$ cat src/rtl/program_loader.sv
// Byte-stream program loader: assembles little-endian words from a header-framed stream,
// writes them to instruction memory, then releases the CPU. Optional LOADER_CHECKSUM_EN adds an XOR trailer check.
module program_loader #(
  parameter int unsigned ADDR_W    = 11,
  parameter int unsigned DATA_W    = 32,
  parameter int unsigned BASE_ADDR = 0,
  parameter int unsigned MAX_WORDS = 2048
) (
  input  logic              clk,
  input  logic              reset,
  input  logic              start,
  input  logic [7:0]        byte_in,
  input  logic              byte_valid,
  output logic              byte_ready,
  output logic [DATA_W-1:0] w_instruction,
  output logic [ADDR_W-1:0] w_adr,
  output logic              w_enable,
  output logic              cpu_en,
  output logic              load_done,
  output logic              load_error,
  output logic [15:0]       words_loaded
);

  typedef enum logic [2:0] {
    IDLE, HDR0, HDR1, DATA, WRITE, RUN, ERROR
`ifdef LOADER_CHECKSUM_EN
    , CHK
`endif
  } state_t;

  localparam logic [16:0] MAX_N = 17'(MAX_WORDS);

  state_t      state;
  logic [15:0] n_words;
  logic [1:0]  idx;
  logic [23:0] asm_word;
`ifdef LOADER_CHECKSUM_EN
  logic [7:0]  csum;
`endif

  logic        accept;
  logic [15:0] hdr_n;
  logic [15:0] next_count;

  always_comb begin
    accept     = byte_valid && byte_ready;
    hdr_n      = {byte_in, n_words[7:0]};
    next_count = words_loaded + 16'd1;
  end

  // Single FSM; byte_ready is always written together with the state it belongs to.
  always_ff @(posedge clk) begin
    if (reset) begin
      state         <= IDLE;
      byte_ready    <= 1'b0;
      w_instruction <= '0;
      w_adr         <= '0;
      w_enable      <= 1'b0;
      cpu_en        <= 1'b0;
      load_done     <= 1'b0;
      load_error    <= 1'b0;
      words_loaded  <= '0;
      n_words       <= '0;
      idx           <= '0;
      asm_word      <= '0;
`ifdef LOADER_CHECKSUM_EN
      csum          <= '0;
`endif
    end else begin
      w_enable <= 1'b0;
      if (start) begin
        // start beats any byte accepted this cycle and drops the CPU clock immediately
        state        <= HDR0;
        byte_ready   <= 1'b1;
        cpu_en       <= 1'b0;
        load_done    <= 1'b0;
        load_error   <= 1'b0;
        words_loaded <= '0;
        idx          <= '0;
`ifdef LOADER_CHECKSUM_EN
        csum         <= '0;
`endif
      end else begin
        case (state)
          IDLE: byte_ready <= 1'b0;
          HDR0: if (accept) begin
            n_words[7:0] <= byte_in;
            state        <= HDR1;
          end
          HDR1: if (accept) begin
            n_words[15:8] <= byte_in;
            if (hdr_n == 16'd0 || {1'b0, hdr_n} > MAX_N) begin
              state      <= ERROR;
              byte_ready <= 1'b0;
              load_error <= 1'b1;
            end else begin
              state <= DATA;
              idx   <= '0;
            end
          end
          DATA: if (accept) begin
`ifdef LOADER_CHECKSUM_EN
            csum <= csum ^ byte_in;
`endif
            idx <= idx + 2'd1;
            case (idx)
              2'd0: asm_word[7:0]   <= byte_in;
              2'd1: asm_word[15:8]  <= byte_in;
              2'd2: asm_word[23:16] <= byte_in;
              default: begin
                w_instruction <= DATA_W'({byte_in, asm_word});
                w_adr         <= ADDR_W'(BASE_ADDR) + ADDR_W'(words_loaded);
                w_enable      <= 1'b1;
                state         <= WRITE;
                byte_ready    <= 1'b0;
              end
            endcase
          end
          WRITE: begin
            words_loaded <= next_count;
            if (next_count == n_words) begin
`ifdef LOADER_CHECKSUM_EN
              state      <= CHK;
              byte_ready <= 1'b1;
`else
              state      <= RUN;
              byte_ready <= 1'b0;
              cpu_en     <= 1'b1;
              load_done  <= 1'b1;
`endif
            end else begin
              state      <= DATA;
              byte_ready <= 1'b1;
            end
          end
`ifdef LOADER_CHECKSUM_EN
          CHK: if (accept) begin
            byte_ready <= 1'b0;
            if (byte_in == csum) begin
              state     <= RUN;
              cpu_en    <= 1'b1;
              load_done <= 1'b1;
            end else begin
              state      <= ERROR;
              load_error <= 1'b1;
            end
          end
`endif
          RUN:   byte_ready <= 1'b0;
          ERROR: byte_ready <= 1'b0;
          default: begin
            state      <= IDLE;
            byte_ready <= 1'b0;
          end
        endcase
      end
    end
  end

endmodule

$ cat config.mk
export PLATFORM = sky130hd
export DESIGN_NAME = program_loader
export DESIGN_NICKNAME = d
export VERILOG_FILES = /design/src/rtl/program_loader.sv
export SDC_FILE = /design/constraint.sdc
export NUM_CORES = 1
export LEC_CHECK = 0
export ABC_AREA = 1
export CORE_MARGIN = 3
export CORE_UTILIZATION = 30
export CTS_CLUSTER_DIAMETER = 60
export DETAILED_ROUTE_END_ITERATION = 7
export DONT_BUFFER_PORTS = 1
export SYNTH_ARGS = -nofsm -noshare
export SYNTH_HDL_FRONTEND = slang
export SYNTH_SLANG_ARGS = --single-unit
$ cat constraint.sdc
create_clock -name clk -period 1.95 [get_ports clk]
set_input_delay 0.195 -clock clk [delete_from_list [all_inputs] [get_ports clk]]
set_output_delay 0.195 -clock clk [all_outputs]
set_load 0.1 [all_outputs]
### Word-level counts from Yosys, hierarchy flattened

Cells that the tools add are included.

| storage, ports and cells | value |
|---|---|
| latch bits | 0 |
| bits in registers | 108 |
| memory bits (read-only) | 0 |
| memory bits (writable) | 0 |
| memories kept | 0 |

| cells by class | value |
|---|---|
| shifts and indexed selects | 0 |
| bitwise gates (word level) | 5 |
| magnitude comparators | 1 |
| add/sub/neg operators | 2 |
| reduce and logical (&&, ||, !) cells | 22 |
| divide/modulo/power cells | 0 |
| equality and inequality tests | 21 |
| muxes and demuxes | 20 |
| multipliers | 0 |

Operators by type and width:

| operator | count |
|---|---|
| $reduce_and A4 Y1 | 5 |
| $mux W3 | 6 |
| $add A16 B1 Y16 const B | 1 |
| $eq A16 B16 Y1 | 1 |
| $gt A16 B12 Y1 const B | 1 |
| $logic_not A16 Y1 | 1 |
| $ne A3 B3 Y1 const B | 5 |
| $pmux W3 S5 | 1 |
| $reduce_and A5 Y1 | 3 |
| $ne A2 B2 Y1 const B | 6 |
| $eq A3 B3 Y1 const B | 3 |
| $reduce_and A3 Y1 | 3 |
| $mux W1 | 8 |
| $eq A3 B2 Y1 const B | 2 |
| $mux W2 | 3 |
| $reduce_or A3 Y1 | 2 |
| $not A1 Y1 | 5 |
| $pmux W1 S4 | 1 |
| $pmux W2 S2 | 1 |
| $reduce_or A4 Y1 | 1 |
| $eq A3 B1 Y1 const B | 1 |
| $logic_not A3 Y1 | 1 |
| $add A2 B1 Y2 const B | 1 |
| $eq A2 B1 Y1 const B | 1 |
| other kinds (8) | 8 |

### Depth between registers and ports, before layout

Gate-level depths: netlist of the first run.

| logic depth | value |
|---|---|
| word-level depth | 6 |
| mapped depth | 15 |
| depth with buffers taken out | 15 |

### Worst setup path before layout of the first run

Ideal clock, no wire load.

| timing path | value |
|---|---|
| path kind | register -> register |
| start point | reg words_loaded[1] |
| end point | reg state[2] |
| library setup time | 0.067 ns |
| data arrival time | 2.485 ns |
| stages on the path, launching flop included | 16 |
| period minus slack after synthesis | 2.552 ns |
| path slack | -0.602 ns |
| data required time | 1.883 ns |
| cells stage by stage | dfxtp_1 -> ha_1 -> nand3_1 -> nor2_2 -> nand3_1 -> nand2_1 -> nand2_1 -> nand2_1 -> nand2_1 -> inv_1 -> nand2_1 -> nor2_1 -> nand3_1 -> nand2_1 -> nand2_1 -> a21oi_2 |

| between the ends | value |
|---|---|
| longest elaborated chain between the ends | 4 |

Ends and longest elaborated chain:

| what | RTL line | text |
|---|---|---|
| from (decl) | 21 | `output logic [15:0] words_loaded` |
| from (signal assigned) | 120 | `words_loaded <= next_count;` |
| $add A16 B1 Y16 | 48 | `next_count = words_loaded + 16'd1;` |
| $eq A16 B16 Y1 | 121 | `if (next_count == n_words) begin` |
| $mux W3 | 121 |  |
| $pmux W3 S5 | 84 | `case (state)` |
| to (signal assigned) | 54 | `state <= IDLE;` |
| to (signal assigned) | 88 | `state <= HDR1;` |
| to (signal assigned) | 126 | `state <= RUN;` |
| to (decl) | 33 | `state_t state;` |

Every way passes these cells.
A chain may end at the register's enable or synchronous reset.

### Worst setup path in the final report of the first run

Same ends and word-level chain as after synthesis.

==> results of run 1 <==
stage by stage:
step / hold slack, ns / setup WS (ns) / util (%)
3_5_place_dp: 0.270 / -0.00827 / 36.0
6_report: 0.0114 / 0.0739 / 39.2
5_1_grt: 0.0140 / -0.109 / 39.2
3_3_place_gp: 0.270 / 0.0583 / 36.0
2_1_floorplan: 0.267 / -0.0172 / -
4_1_cts: 0.00369 / 0.0405 / 38.2
cell usage after synthesis, drive strengths merged:
library cell / count
nor2: 136
dfxtp: 108
o21ai: 102
nand2: 91
inv: 67
a21oi: 53
nand3: 36
clkbuf: 19
buf: 9
nor3: 9
nand4: 7
ha: 5
nand3b: 3
o211ai: 3
xor2: 3
a31oi: 2
o21a: 2
xnor3: 2
o31ai: 1
or2: 1
xnor2: 1
what timing repair did:
action / CTS / global route
hold endpoints to repair: 4 / 0
hold buffers: 4 / 0
gates resized for setup: 3 / 23
pin swaps: 0 / 14
setup buffers: 0 / 6
endpoints found under the setup margin: 1 / 4
worst min-delay path by stage:
| stage | end | cells past startpoint | start |
|---|---|---|---|
| after floorplan | w_enable$_SDFF_PP0_ | 1 | reset |
| after global placement | w_enable$_SDFF_PP0_ | 1 | reset |
| after detailed placement | w_enable$_SDFF_PP0_ | 1 | reset |
| after CTS | w_instruction[29]$_SDFFE_PP0P_ | 2 | byte_in[5] |
| after global routing | asm_word[20]$_SDFFE_PP0P_ | 2 | byte_in[4] |
| final | w_instruction[29]$_SDFFE_PP0P_ | 2 | byte_in[5] |
state kept, by name, summed over array words and instances, names as in the netlist:
register,cells
asm_word,24
byte_ready,1
idx,2
load_done,1
load_error,1
n_words,16
state,3
w_adr,11
w_enable,1
w_instruction,32
words_loaded,16
cell families after synthesis:
group / share of synthesized area, %
adders and majority gates: 1.32
AOI/OAI and AO/OA: 17.7
xor gates and xnor gates: 1.69
and+or+nand+nor: 25.8
DFF: 45.6
buffers and inverters: 7.89
where the power goes:
part           total, uW  switching [uW]  internal [uW]
combinational        290             198           92.4
clock               1780             894            888
sequential          2240            19.2           2220
routing by layer:
layer | vias up | share of wire, %
met4 | 0 | 2.0
met3 | 21 | 5.0
met2 | 98 | 47
li1 | 2289 | -
met1 | 2007 | 46
met5 | - | 0
worst max-delay path, stage by stage (launching register included):
cell and delay (ns):
dfxtp_4 0.39, buf_6 0.11, nand2_4 0.04, nor2_4 0.18
nand2_4 0.11, o21ai_0 0.21, nand3_1 0.09, nand2_1 0.08
nand3_2 0.10, nor2_4 0.14, nand3_2 0.08, nand2_1 0.08
nand2_1 0.06, a21oi_2 0.13
final cells by class:
type / instances / area share [%]
clock inverter: 7 / 0.980
sequential: 108 / 36.5
timing repair buffer: 86 / 11.6
tap: 211 / 4.40
inverter: 67 / 4.19
multi-input combinational: 457 / 38.5
clock buffer: 9 / 3.75
==> impl_metrics.py, run 1 <==
metrics = {
    "yosys": {
        "ys_seq_area_share_pct": 45.6,
        "syn_area_sq_um": 4740,
        "ys_seq_elements": 108,
        "synthesis.nets": 677,
        "ys_types": 32,
        "yosys.area.top_type_share_pct": 45.6,
        "synth_top_area_cell": "dfxtp_1",
        "avgSynthCellArea_sq_um": 7.18,
        "ys_top_cells_by_area": "dfxtp_1, o21ai_0, nor2_1, nand2_1, a21oi_1",
        "yosys_warnings": 0,
        "syn_inst": 660,
    },
    "critical_path": {
        "worst-r2r-setup-slack_ns": 0.07,
        "crit_required_ns": 2.24,
        "start_kind": "flop",
        "r2r-start": "words_loaded[1]$_SDFFE_PP0P_",
        "critPathKind": "reg -> reg",
        "end_kind": "flop",
        "crit_arrival_ns": 2.16,
        "reg2regPathDepth": 13,
        "crit_start": "words_loaded[1]$_SDFFE_PP0P_",
        "crit_fanout": 7,
        "cp-endpoint": "state[2]$_SDFFE_PP0P_",
        "reg2reg_to": "state[2]$_SDFFE_PP0P_",
    },
    "run_status": {
        "status": "completed",
    },
    "grt": {
        "use_met3_pct": 3.83,
        "use_met1_pct": 18.7,
        "grt_pass1_vias": 4112,
        "grtUsageMet2_pct": 24.1,
        "antenna_found_initial": 0,
        "grt_usage_pct": 14.6,
        "grt_first_pass_wirelength_um": 21000,
        "grt_busiest_layer": "met2",
        "grt_max_degree": 57,
        "grt.overflow.total": 0,
    },
    "clock_tree": {
        "insertion_delay_ns": 0.35,
        "htree_num_levels": 3,
        "cts_tree": "built",
        "clock-sinks": 108,
        "clock-root-buffer": "clkbuf_16",
        "clkTransAtPathRegs_ns": 0.08,
        "numCtsBuffers": 9,
        "clockBufferDepth": 2,
    },
    "sta": {
        "fin_skew_ns": 0.00820,
        "fin_crit_sh_pct": 96.2,
        "fmax_mhz": 533,
        "timing.setup.tns_ns": 0,
        "maxSlewHeadroom_pct": 66.7,
        "hold_viol": 0,
        "setup_viol": 0,
        "tightestPinTransition_ns": 0.499,
        "period_minus_slack_ns": 1.88,
        "rsz0062_at_grt": "true",
        "slew_viol_final": 0,
    },
    "die": {
        "io_pins": 76,
        "core_area_sq_um": 15300,
        "dieHeight_um": 132,
        "rows": 45,
        "die_x_um": 132,
        "start_util_pct": 30.9,
        "die-area_sq_um": 17300,
    },
    "drt": {
        "first_pass_iters": 6,
        "drc": 0,
        "vias_per_cell": 4.67,
        "num_vias": 4415,
        "wl_um": 12700,
        "wire_per_inst_um": 13.5,
        "final_antenna_net_count": 0,
        "drt_iter0_markers": 325,
    },
    "finish": {
        "layout_common_cells": "nor2_1, o21ai_0, dfxtp_1",
        "finalInstanceArea_sq_um": 6000,
        "multiInputGateArea_sq_um": 2310,
        "drive_above_1_share_pct": 21.3,
        "stdcell_count": 945,
        "seq_area_sq_um": 2190,
        "layout_commonest_cell": "nor2_1",
        "num-nets-final": 746,
        "num-fill-cells": 1624,
        "n_antenna_cell": 0,
        "area_growth_pct": 26.7,
    },
    "run": {
        "drv_cap": 0,
    },
    "placement": {
        "place_area_sq_um": 5520,
        "gp_congestion": 0.830,
        "dp_cells": 919,
        "hpwlAfterDp_um": 9030,
        "io_buffers": 0,
    },
    "pwr": {
        "powerDensity_nw_per_um2": 718,
        "ir_drop_v": 0.000440,
        "leakagePower_uw": 0.00255,
        "power_uw": 4310,
    },
    "worst_hold_path": {
        "hold_path.class": "in -> reg",
    },
}
Power figures use the tool's default switching activity.
==> run 2: changes to the inputs <==
Settings changed: CTS_BUF_LIST set to sky130_fd_sc_hd__clkbuf_4, TNS_END_PERCENT set to 50.
==> impl_metrics.py, run 2 (synthesized netlist as in run 1, its figures left out) <==
metrics = {
    "die": {
        "io_pins": 76,
        "rows": 45,
        "die-area_sq_um": 17300,
        "dieHeight_um": 132,
        "start_util_pct": 30.9,
        "core_area_sq_um": 15300,
        "die_x_um": 132,
    },
    "sta": {
        "period_minus_slack_ns": 1.88,
        "fin_hold_ws_ns": 0.0346,
        "setup_viol": 0,
        "slew_viol_final": 0,
        "hold_viol": 0,
        "rsz0062_at_grt": "true",
        "fin_crit_sh_pct": 96.4,
        "tightestPinTransition_ns": 0.470,
        "fin_skew_ns": 0.0157,
        "maxSlewHeadroom_pct": 68.6,
        "fmax_mhz": 532,
    },
    "pwr": {
        "ir_drop_v": 0.000253,
        "clkPwrFrac_pct": 29.9,
        "power_uw": 3650,
        "switching_share_pct": 28.6,
        "leakagePower_uw": 0.00248,
        "p_int_uw": 2610,
        "switchingPower_uw": 1050,
        "p_seq_share_pct": 61.3,
        "power_frac_comb_pct": 8.7,
        "powerDensity_nw_per_um2": 622,
    },
    "critical_path": {
        "crit_path_max_incr_delay_ns": 0.41,
        "r2r-start": "words_loaded[0]$_SDFFE_PP0P_",
        "crit_fanout": 7,
        "start_kind": "flop",
        "crit_arrival_ns": 2.31,
        "crit_start": "words_loaded[0]$_SDFFE_PP0P_",
        "crit_path_frequent_cell": "nand2_1",
        "cpLargestDelayFamily": "simple AND/OR/NAND/NOR gates",
        "critPathKind": "reg -> reg",
        "slowest_stage": "dfxtp_4",
        "crit_chain": "buf_4 -> inv_2 -> nor2_4 -> nand2_4 -> nor2_2 -> nand2_1 -> nand2_1 -> nand2_1 -> nand2_1 -> nand3_2 -> nor2_4 -> nand3_2 -> nand2_1 -> nand2_1 -> a21oi_2",
        "worst-path-buf-inv": 2,
        "reg2regPathDepth": 15,
        "end_kind": "flop",
        "path_depth": 15,
        "crit_required_ns": 2.38,
    },
    "clock_tree": {
        "numCtsBuffers": 9,
        "cts_tree": "built",
        "clockBufferDepth": 2,
        "clkTransAtPathRegs_ns": 0.17,
        "htree_num_levels": 3,
        "insertion_delay_ns": 0.49,
        "clock-sinks": 108,
        "clock-root-buffer": "clkbuf_4",
    },
    "grt": {
        "grt_first_pass_wirelength_um": 21200,
        "grt_busiest_layer": "met2",
        "antenna_found_initial": 1,
        "grt_usage_pct": 14.8,
        "use_met3_pct": 3.18,
        "grtUsageMet2_pct": 24.4,
        "grt_max_degree": 57,
        "grt.overflow.total": 0,
        "use_met1_pct": 18.9,
        "grt_pass1_vias": 4141,
    },
    "run": {
        "drv_cap": 0,
    },
    "finish": {
        "layout_commonest_cell": "nor2_1",
        "regMostFlops": "w_instruction",
        "num-nets-final": 751,
        "stdcell_count": 951,
        "area_growth_pct": 23.9,
        "reg_top3": "w_instruction (32), asm_word (24)",
        "layout_common_cells": "nor2_1, o21ai_0, dfxtp_1",
        "drive_above_1_share_pct": 20.4,
        "largest_reg_flops": 32,
    },
    "worst_hold_path": {
        "min_from": "byte_in[3]",
        "hold_path.class": "in -> reg",
        "hold_depth": 2,
    },
    "drt": {
        "drc": 0,
        "wl_um": 12800,
        "drt_iter0_markers": 296,
        "vias_per_cell": 4.63,
        "final_antenna_net_count": 0,
        "wire_per_inst_um": 13.5,
        "first_pass_iters": 4,
        "num_vias": 4399,
    },
    "placement": {
        "dp_cells": 919,
        "gp_congestion": 0.830,
        "io_buffers": 0,
        "hpwlAfterDp_um": 9030,
    },
    "run_status": {
        "status": "completed",
    },
}
==> run 2: cell count changes in the layout (fill, tap and decap cells not counted), moves of 2 or more <==
cell	before	now
nor2_1	122	124
nand3_1	29	32
nor2_2	8	6
clkbuf_16	9	0
nand3_2	6	4
dlygate4sd3_1	4	9
clkbuf_4	0	9
==> run 2: worst paths after layout <==
check	slack, ns	to
max	0.07	state[2]$_SDFFE_PP0P_
min	0.03	asm_word[3]$_SDFFE_PP0P_
max reg2reg	0.07	state[2]$_SDFFE_PP0P_
min reg2reg	0.48	n_words[13]$_SDFFE_PP0P_
==> run 2: metrics by stage <==
stage	setup slack [ns]	TNS, ns	cell area [sq um]	utilization (%)
3_3_place_gp	0.0583	0	5520	36.0
5_1_grt	-0.115	-0.271	5870	38.4
3_5_place_dp	-0.00827	-0.00827	5520	36.0
4_1_cts	0.0244	0	5750	37.5
6_report	0.0701	0	5870	38.4
2_1_floorplan	-0.0172	-0.0172	4770	-
==> run 2: power by group through the flow <==
stage          sequential, uW  clock [uW]  combinational (uW)
2_1_floorplan            2320           0                 175
3_3_place_gp             2290           0                 281
3_5_place_dp             2290           0                 279
4_1_cts                  2240        1130                 309
5_1_grt                  2250        1220                 356
6_report                 2240        1090                 319
==> run 2: timing repair <==
| action | CTS | global route |
|---|---|---|
| setup endpoints to repair | 1 | 5 |
| gates resized for setup | 3 | 18 |
| hold buffers | 9 | 0 |
| endpoints found under the hold margin | 44 | 0 |
| pin swaps | 0 | 12 |
| setup buffers | 0 | 6 |
==> run 2: worst register-to-register path: stages (launching register included) <==
cell and delay [ns]:
dfxtp_4 0.41, buf_4 0.12, inv_2 0.06, nor2_4 0.17
nand2_4 0.12, nor2_2 0.11, nand2_1 0.07, nand2_1 0.09
nand2_1 0.05, nand2_1 0.07, nand3_2 0.09, nor2_4 0.13
nand3_2 0.08, nand2_1 0.08, nand2_1 0.06, a21oi_2 0.13
==> run 2: per-layer routing <==
layer | wire length (um) | share of wire [%] | vias to the layer above
li1 | - | - | 2291
met1 | 5930 | 46 | 2004
met2 | 6050 | 47 | 79
met3 | 566 | 4.4 | 25
met4 | 298 | 2.3 | 0
met5 | 0 | 0 | -
==> run 2: area by class of cell <==
class / count / area [sq um]
timing repair buffer: 91 / 747
antenna: 1 / 2.50
clock buffer: 9 / 67.6
multi-input combinational: 457 / 2290
clock inverter: 7 / 58.8
fill: 1635 / 9440
tap: 211 / 264
inverter: 67 / 251
sequential: 108 / 2200
